--- src/rtl/trap_pkg.sv ---
// Shared definitions for the M/S-mode trap controller: sequencer states, privilege
// encodings, mstatus field positions and standard interrupt cause codes.
package trap_pkg;

    localparam logic [1:0] ST_IDLE     = 2'd0;
    localparam logic [1:0] ST_COMMIT   = 2'd1;
    localparam logic [1:0] ST_REDIRECT = 2'd2;

    localparam logic [1:0] PRIV_U = 2'b00;
    localparam logic [1:0] PRIV_S = 2'b01;
    localparam logic [1:0] PRIV_M = 2'b11;

    localparam int MS_SIE    = 1;
    localparam int MS_MIE    = 3;
    localparam int MS_SPIE   = 5;
    localparam int MS_MPIE   = 7;
    localparam int MS_SPP    = 8;
    localparam int MS_MPP_LO = 11;
    localparam int MS_MPP_HI = 12;

    localparam logic [5:0] CAUSE_ILLEGAL_INSTR = 6'd2;
    localparam logic [5:0] CAUSE_SSI = 6'd1;
    localparam logic [5:0] CAUSE_MSI = 6'd3;
    localparam logic [5:0] CAUSE_STI = 6'd5;
    localparam logic [5:0] CAUSE_MTI = 6'd7;
    localparam logic [5:0] CAUSE_SEI = 6'd9;
    localparam logic [5:0] CAUSE_MEI = 6'd11;

    localparam int STD_IRQ_COUNT = 6;
    localparam int FIRST_PLATFORM_IRQ = 12;

    // Rank 0 is the highest-priority standard interrupt line.
    function automatic int std_irq_line(input int rank);
        case (rank)
            0:       return int'(CAUSE_MEI);
            1:       return int'(CAUSE_MSI);
            2:       return int'(CAUSE_MTI);
            3:       return int'(CAUSE_SEI);
            4:       return int'(CAUSE_SSI);
            default: return int'(CAUSE_STI);
        endcase
    endfunction

endpackage

--- src/rtl/trap_irq_arbiter.sv ---
// Combinational interrupt selector: resolves each line's target mode, checks whether it is
// takeable at the current privilege, and picks the highest-priority takeable line.
module trap_irq_arbiter
    import trap_pkg::*;
#(
    parameter int NUM_IRQ    = 16,
    parameter bit SUPERVISOR = 1'b1
) (
    input  logic [NUM_IRQ-1:0] irq_masked,
    input  logic [1:0]         priv_lvl,
    input  logic               mstatus_mie,
    input  logic               mstatus_sie,
    input  logic [NUM_IRQ-1:0] mideleg,
    output logic               irq_valid,
    output logic [5:0]         irq_code,
    output logic               irq_to_s
);

    logic [NUM_IRQ-1:0] to_s;
    logic [NUM_IRQ-1:0] takeable;

    always_comb begin
        to_s     = '0;
        takeable = '0;
        for (int i = 0; i < NUM_IRQ; i++) begin
            to_s[i] = SUPERVISOR && mideleg[i] && (priv_lvl != PRIV_M);
            if (to_s[i]) begin
                takeable[i] = irq_masked[i] &&
                              ((priv_lvl == PRIV_U) || ((priv_lvl == PRIV_S) && mstatus_sie));
            end else begin
                takeable[i] = irq_masked[i] && ((priv_lvl < PRIV_M) || mstatus_mie);
            end
        end
    end

    // Scan from lowest to highest priority so the last hit is the winner.
    always_comb begin
        irq_valid = 1'b0;
        irq_code  = '0;
        irq_to_s  = 1'b0;
        for (int i = NUM_IRQ - 1; i >= FIRST_PLATFORM_IRQ; i--) begin
            if (takeable[i]) begin
                irq_valid = 1'b1;
                irq_code  = 6'(i);
                irq_to_s  = to_s[i];
            end
        end
        for (int k = STD_IRQ_COUNT - 1; k >= 0; k--) begin
            if (takeable[std_irq_line(k)]) begin
                irq_valid = 1'b1;
                irq_code  = 6'(std_irq_line(k));
                irq_to_s  = to_s[std_irq_line(k)];
            end
        end
    end

endmodule

--- src/rtl/trap_ctrl.sv ---
// M/S-mode trap controller: arbitrates exceptions, interrupts and xRET, computes the CSR
// update set, and sequences IDLE -> COMMIT (CSR write pulse) -> REDIRECT (fetch handshake).
module trap_ctrl
    import trap_pkg::*;
#(
    parameter int XLEN       = 64,
    parameter int NUM_IRQ    = 16,
    parameter bit SUPERVISOR = 1'b1
) (
    input  logic               clk,
    input  logic               rst,
    input  logic               exc_valid,
    input  logic [5:0]         exc_code,
    input  logic [XLEN-1:0]    exc_tval,
    input  logic [XLEN-1:0]    exc_pc,
    input  logic [NUM_IRQ-1:0] irq_pending,
    input  logic [NUM_IRQ-1:0] irq_enable,
    input  logic               mret,
    input  logic               sret,
    input  logic [1:0]         priv_lvl,
    input  logic [XLEN-1:0]    mstatus_in,
    input  logic [XLEN-1:0]    mtvec,
    input  logic [XLEN-1:0]    stvec,
    input  logic [XLEN-1:0]    mepc,
    input  logic [XLEN-1:0]    sepc,
    input  logic [XLEN-1:0]    medeleg,
    input  logic [XLEN-1:0]    mideleg,
    input  logic               redirect_ready,
    output logic               busy,
    output logic               csr_we_m,
    output logic               csr_we_s,
    output logic               csr_we_ret,
    output logic [XLEN-1:0]    epc_next,
    output logic [XLEN-1:0]    cause_next,
    output logic [XLEN-1:0]    tval_next,
    output logic [XLEN-1:0]    mstatus_next,
    output logic [1:0]         priv_next,
    output logic               redirect_valid,
    output logic [XLEN-1:0]    redirect_pc
);

    logic [1:0]      state_q, state_d;
    logic            csr_we_m_q, csr_we_m_d;
    logic            csr_we_s_q, csr_we_s_d;
    logic            csr_we_ret_q, csr_we_ret_d;
    logic [XLEN-1:0] epc_q, epc_d;
    logic [XLEN-1:0] cause_q, cause_d;
    logic [XLEN-1:0] tval_q, tval_d;
    logic [XLEN-1:0] mstatus_q, mstatus_d;
    logic [1:0]      priv_q, priv_d;
    logic [XLEN-1:0] redirect_pc_q, redirect_pc_d;

    logic            arb_valid;
    logic [5:0]      arb_code;
    logic            arb_to_s;

    logic            trap_take;
    logic            trap_irq;
    logic [5:0]      trap_code;
    logic [XLEN-1:0] trap_tval;
    logic            trap_to_s;
    logic            ret_m;
    logic            ret_s;
    logic [XLEN-1:0] ms;

    trap_irq_arbiter #(
        .NUM_IRQ    (NUM_IRQ),
        .SUPERVISOR (SUPERVISOR)
    ) u_arb (
        .irq_masked  (irq_pending & irq_enable),
        .priv_lvl    (priv_lvl),
        .mstatus_mie (mstatus_in[MS_MIE]),
        .mstatus_sie (mstatus_in[MS_SIE]),
        .mideleg     (mideleg[NUM_IRQ-1:0]),
        .irq_valid   (arb_valid),
        .irq_code    (arb_code),
        .irq_to_s    (arb_to_s)
    );

    // mideleg bits above the implemented interrupt lines have no effect.
    if (NUM_IRQ < XLEN) begin : g_mideleg_hi
        logic unused_mideleg_hi;
        assign unused_mideleg_hi = ^mideleg[XLEN-1:NUM_IRQ];
    end

    function automatic logic [XLEN-1:0] trap_vector(input logic [XLEN-1:0] tvec,
                                                    input logic is_irq,
                                                    input logic [5:0] code);
        logic [XLEN-1:0] base;
        base = {tvec[XLEN-1:2], 2'b00};
        if (is_irq && (tvec[1:0] == 2'b01)) begin
            base = base + {{(XLEN-8){1'b0}}, code, 2'b00};
        end
        return base;
    endfunction

    function automatic logic [XLEN-1:0] cause_word(input logic is_irq, input logic [5:0] code);
        return {is_irq, {(XLEN-7){1'b0}}, code};
    endfunction

    always_comb begin
        state_d       = state_q;
        csr_we_m_d    = 1'b0;
        csr_we_s_d    = 1'b0;
        csr_we_ret_d  = 1'b0;
        epc_d         = epc_q;
        cause_d       = cause_q;
        tval_d        = tval_q;
        mstatus_d     = mstatus_q;
        priv_d        = priv_q;
        redirect_pc_d = redirect_pc_q;
        trap_take     = 1'b0;
        trap_irq      = 1'b0;
        trap_code     = '0;
        trap_tval     = '0;
        trap_to_s     = 1'b0;
        ret_m         = 1'b0;
        ret_s         = 1'b0;
        ms            = mstatus_in;

        case (state_q)
            ST_IDLE: begin
                if (exc_valid) begin
                    trap_take = 1'b1;
                    trap_code = exc_code;
                    trap_tval = exc_tval;
                end else if (arb_valid) begin
                    trap_take = 1'b1;
                    trap_irq  = 1'b1;
                    trap_code = arb_code;
                end else if (mret) begin
                    if (priv_lvl == PRIV_M) begin
                        ret_m = 1'b1;
                    end else begin
                        trap_take = 1'b1;
                        trap_code = CAUSE_ILLEGAL_INSTR;
                    end
                end else if (sret) begin
                    if (SUPERVISOR && (priv_lvl >= PRIV_S)) begin
                        ret_s = 1'b1;
                    end else begin
                        trap_take = 1'b1;
                        trap_code = CAUSE_ILLEGAL_INSTR;
                    end
                end

                if (trap_irq) begin
                    trap_to_s = arb_to_s;
                end else begin
                    trap_to_s = SUPERVISOR && medeleg[trap_code] && (priv_lvl != PRIV_M);
                end

                if (trap_take) begin
                    state_d = ST_COMMIT;
                    epc_d   = exc_pc;
                    cause_d = cause_word(trap_irq, trap_code);
                    tval_d  = trap_tval;
                    if (trap_to_s) begin
                        ms[MS_SPIE]   = ms[MS_SIE];
                        ms[MS_SIE]    = 1'b0;
                        ms[MS_SPP]    = priv_lvl[0];
                        priv_d        = PRIV_S;
                        csr_we_s_d    = 1'b1;
                        redirect_pc_d = trap_vector(stvec, trap_irq, trap_code);
                    end else begin
                        ms[MS_MPIE]              = ms[MS_MIE];
                        ms[MS_MIE]               = 1'b0;
                        ms[MS_MPP_HI:MS_MPP_LO]  = priv_lvl;
                        priv_d                   = PRIV_M;
                        csr_we_m_d               = 1'b1;
                        redirect_pc_d            = trap_vector(mtvec, trap_irq, trap_code);
                    end
                    mstatus_d = ms;
                end else if (ret_m) begin
                    state_d                 = ST_COMMIT;
                    priv_d                  = mstatus_in[MS_MPP_HI:MS_MPP_LO];
                    ms[MS_MIE]              = ms[MS_MPIE];
                    ms[MS_MPIE]             = 1'b1;
                    ms[MS_MPP_HI:MS_MPP_LO] = PRIV_U;
                    mstatus_d               = ms;
                    redirect_pc_d           = mepc;
                    csr_we_ret_d            = 1'b1;
                end else if (ret_s) begin
                    state_d       = ST_COMMIT;
                    priv_d        = {1'b0, mstatus_in[MS_SPP]};
                    ms[MS_SIE]    = ms[MS_SPIE];
                    ms[MS_SPIE]   = 1'b1;
                    ms[MS_SPP]    = 1'b0;
                    mstatus_d     = ms;
                    redirect_pc_d = sepc;
                    csr_we_ret_d  = 1'b1;
                end
            end
            ST_COMMIT:   state_d = ST_REDIRECT;
            ST_REDIRECT: if (redirect_ready) state_d = ST_IDLE;
            default:     state_d = ST_IDLE;
        endcase
    end

    always_ff @(posedge clk or posedge rst) begin
        if (rst) begin
            state_q       <= ST_IDLE;
            csr_we_m_q    <= 1'b0;
            csr_we_s_q    <= 1'b0;
            csr_we_ret_q  <= 1'b0;
            epc_q         <= '0;
            cause_q       <= '0;
            tval_q        <= '0;
            mstatus_q     <= '0;
            priv_q        <= PRIV_M;
            redirect_pc_q <= '0;
        end else begin
            state_q       <= state_d;
            csr_we_m_q    <= csr_we_m_d;
            csr_we_s_q    <= csr_we_s_d;
            csr_we_ret_q  <= csr_we_ret_d;
            epc_q         <= epc_d;
            cause_q       <= cause_d;
            tval_q        <= tval_d;
            mstatus_q     <= mstatus_d;
            priv_q        <= priv_d;
            redirect_pc_q <= redirect_pc_d;
        end
    end

    assign busy           = (state_q != ST_IDLE);
    assign redirect_valid = (state_q == ST_REDIRECT);
    assign csr_we_m       = csr_we_m_q;
    assign csr_we_s       = csr_we_s_q;
    assign csr_we_ret     = csr_we_ret_q;
    assign epc_next       = epc_q;
    assign cause_next     = cause_q;
    assign tval_next      = tval_q;
    assign mstatus_next   = mstatus_q;
    assign priv_next      = priv_q;
    assign redirect_pc    = redirect_pc_q;

endmodule

--- config.mk ---
export PLATFORM = sky130hd
export DESIGN_NAME = trap_ctrl
export DESIGN_NICKNAME = d
export VERILOG_FILES = /design/src/rtl/trap_pkg.sv /design/src/rtl/trap_irq_arbiter.sv /design/src/rtl/trap_ctrl.sv
export SDC_FILE = /design/constraint.sdc
export NUM_CORES = 1
export LEC_CHECK = 0
export ABC_AREA = 0
export CORE_AREA = 2 2 371 373
export DETAILED_ROUTE_END_ITERATION = 10
export DIE_AREA = 0 0 373 375
export PLACE_DENSITY_LB_ADDON = 0.2
export SLEW_MARGIN = 20
export SYNTH_ARGS = -nofsm -noshare
export SYNTH_HDL_FRONTEND = slang
export SYNTH_SLANG_ARGS = --single-unit
--- constraint.sdc ---
create_clock -name clk -period 27.1 [get_ports clk]
set_input_delay 5.42 -clock clk [delete_from_list [all_inputs] [get_ports clk]]
set_output_delay 5.42 -clock clk [all_outputs]
set_load 0.01 [all_outputs]
==> impl_results.md <==
- Post-synth top area cell: dfrtp_1
- Critical Path RT: between 20 and 30 ns
- Post-CTS setup buffers: 0
- Final layout net count: 3399
- Die Y: 375 microns
- Resized cells post-CTS: 0
- DR pass1 iterations: 5
- CP arrival: approximately 13 ns
- Routed via count: 17370
- CP Launch Type: input port
- NetSw: a little over 1 mW
- Initial DRC Count: 944
- Status: complete, no violations
- R2r setup slk: 22.65 ns
- IO buf count: just over 800
- Worst Hold End: tval_next[60]$_DFFE_PP0P_
- Top-count cell post-synth: nand2_1
- Most used routing layer in global routing: met2
- GP Congestion: 0.8009
- Filler Cells Inserted: about 15000
- Sequential element share of the synthesized area: 0.4121
- GRT met3 Usage: 0.03916
- H-tree depth: 2
- Area grow syn2layout: 70.32%
- Main flop type after synthesis: dfrtp_1
- TritonCTS clock tree: yes
- Number of global-route vias before repair: 17930
- Core Footprint: about 0.14 sq mm
- Pint: 1.506 mW
- Reg-to-Reg Start: state_q[0]$_DFFE_PP0P_
- Antenna violations before repair: 15
- Num CTS Buffers: 41
- Hold path start: tval_next[60]$_DFFE_PP0P_
- Critical R2R Capture: redirect_pc[49]$_DFFE_PP0P_
- Clock power frac: 0.227
- Synth warn: 0
- Post-synthesis adder-cell area fraction: 0.01160
- VDD IR-drop max: roughly 0.048 mV
- Worst-Skew Late Latency: around 0.60 ns
- Top delay family on crit path: simple AND/OR/NAND/NOR gates
- Routed Antenna Nets: 0
- Clock transition at path regs: 0.07 ns
- Avg Cell Area, Syn: 8.283 sq um
- Largest cells by area after synthesis: dfrtp_1 41%, nand2_1 14%, mux2i_1 4.7%
- Wire length per cell: 22.85 microns
- R2R cell count: 9
- GR Util met1: 0.1912
- Crit. Startpoint: priv_lvl[0]
- Synth async-reset ratio: 1.000
- Switch share: 0.4067
- Synth Area in Compound Gates: 0.1321
- Final TNS setup: 0 ns
- Hold Path Depth: 2
- Hold Buf Count CTS: 0
- WS Path Type: input port to flip-flop
- Die width: roughly 370 microns
- Post-synth top cells: 618 x nand2_1, 268 x dfrtp_1, 111 x nand3_1, 110 x nor2_1, 88 x clkbuf_1
- Syn Std Cell Area: approximately 0.016 sq mm
- Sink Count: 270
- Measured slew at the worst slew-check pin: 1.067 ns
- Largest net degree at the start of global routing: around 110
- Combinational power share: 0.499
- Crit share post-route: 0.4697
- Grt total ovfl: 0
- I/O Pins: around 950
- Slowest Stage Delay on Critical Path: a little under 1 ns
- Crit. End Element: flip-flop
- Layout cells sized above 1: 0.04907
- Max Slew Vio Count: 0
- Synth top area share: 0.4089
- Post-Synth Simple-Gate Area: 0.2621
- Vias/cell: ~3.8
- Worst Path Buf+Inv: 3
- WL final: 104900 microns
- Root buf cell: clkbuf_16
- Pwr Density: roughly 91 mW/mm^2
- Normalized max-slew margin: 0.2884
- EDFF count, synth: 0
- Area of the die: around 0.14 sq mm
- CP max FO: 29
- Largest family of logic cells by synthesized area: simple AND/OR/NAND/NOR gates
- Pleak: approximately 12 nW
- GRT Total Usage: 0.1458
- CP cell instances: clkdlybuf4s50_1 -> nor3b_4 -> o21ai_1 -> a311oi_1 -> and2_0 -> and2_4 -> or3_1 -> inv_6 -> ha_1 -> a21o_1 -> a21oi_1 -> o21bai_1 -> a21oi_1 -> nor2b_1 -> o211ai_1 -> buf_4 -> nor3_1 -> and2_0 -> nand2_1 -> xnor2_1 -> o22ai_1 -> o22a_1
- Post-Syn Instances: about 2000
- Met2 Usage GRT: 0.2411
- Detailed placement HPWL: ~83000 microns
- DRC: 0
- Yosys cell types: 84
- Mux contribution to synthesized area: 0.05386
- Worst Hold Class: flip-flop to flip-flop
- Worst path slowest cell: clkdlybuf4s50_1
- Synth Register Bits: 270
- Max_cap viols: 0
- Clock buffer depth: 3
- First-pass GRT wire length: ~150000 microns
- Fmax: 78.55 MHz
- Floorplan row count: between 100 and 150
- Starting Density: 0.1203
- Flop pwr share: 0.273
- Final worst path period need: approximately 13 ns
- Fin util: 0.2049
- Final setup vio count: 0
- Setup Skew: 0.03430 ns
- RSZ-0062 raised after global routing: false
- Xor/xnor cell area share of the yosys netlist: 0.06408
- Final Hold Viols: 0
-- cells by family (layout without fill, tap and decap cells) --
logic type	after synthesis	count (layout)
simple gates	991	991
compound gates	293	293
flops	270	270
buf+inv	207	963
xor+xnor	120	120
mux	84	84
fa+ha+maj	14	14
other cells	1	63
-- final cells by class --
class / count / area [sq um] / area share
Multi-Input combinational cell: 1559 / 8879 / 0.3178
Timing Repair Buffer: 854 / 8473 / 0.3033
Sequential cell: 270 / 6759 / 0.2420
Tap cell: 1794 / 2245 / 0.08035
Clock buffer: 59 / 1215 / 0.04349
Clock inverter: 13 / 192.7 / 0.006898
Inverter: 37 / 156.4 / 0.005599
Antenna cell: 6 / 15.01 / 0.0005375
-- stage by stage --
stage               power, mW  hold slack [ns]  std cells  instance area [sq um]  setup slack [ns]
CTS                     2.608           0.4660       4586                  27920             14.24
global placement        2.003           0.4493       4514                  26510             13.53
finish                  2.538           0.4621       4592                  27930             14.37
detailed placement      2.004           0.4543       4514                  26510             13.60
floorplan               1.234           0.4651       2036                  16610             14.24
global route            2.719           0.4843       4587                  27920             13.61
-- worst reg2reg max path, delay by kind of cell, from the launching register on --
kind / cells / cell delay, ns
and+or+nand+nor: 3 / 1.26
DFF: 1 / 0.42
buffers and inverters: 4 / 1.93
AOI/OAI and AO/OA: 2 / 0.72
-- layout by cell type, fill, tap and decap left out, types with 50 or more instances in the layout --
master,instances
clkdlybuf4s50_1,824
nand2_1,616
dfrtp_1,268
nand3_1,111
nor2_1,107
mux2i_1,76
xor2_1,65
conb_1,57
xnor2_1,55
a21oi_1,51
o22a_1,50
-- registers in the layout, summed over array words and instances, names as in the netlist, 2 cells and up --
register / flops
redirect_pc: 64
state_q: 2
epc_next: 64
mstatus_next: 64
tval_next: 64
priv_next: 2
cause_next: 7
-- routing by layer --
metal | part of all wire | wire length, microns | up-vias
met5 | 0.00073 | 77 | -
met1 | 0.45 | 46720 | 8431
li1 | - | - | 8262
met3 | 0.070 | 7330 | 65
met4 | 0.013 | 1333 | 12
met2 | 0.47 | 49450 | 600
-- power groups by stage --
| stage | Combinational [mW] | Clock [mW] | Sequential, mW |
|---|---|---|---|
| after CTS | 1.31 | 0.604 | 0.697 |
| after global placement | 1.31 | 0 | 0.694 |
| after global routing | 1.38 | 0.616 | 0.719 |
| final | 1.27 | 0.577 | 0.694 |
| after floorplan | 0.457 | 0 | 0.776 |
| after detailed placement | 1.30 | 0 | 0.699 |
-- how the worst max path moves through the flow --
stage	to	slack [ns]	cells after the start
final	redirect_pc[59]$_DFFE_PP0P_	14.37	22
after global routing	redirect_pc[59]$_DFFE_PP0P_	13.61	22
after CTS	redirect_pc[59]$_DFFE_PP0P_	14.24	22
after detailed placement	redirect_pc[59]$_DFFE_PP0P_	13.60	22
after global placement	redirect_pc[59]$_DFFE_PP0P_	13.53	22
after floorplan	cause_next[0]$_DFFE_PP0P_	14.24	1
(Power assumes the default switching activity.)
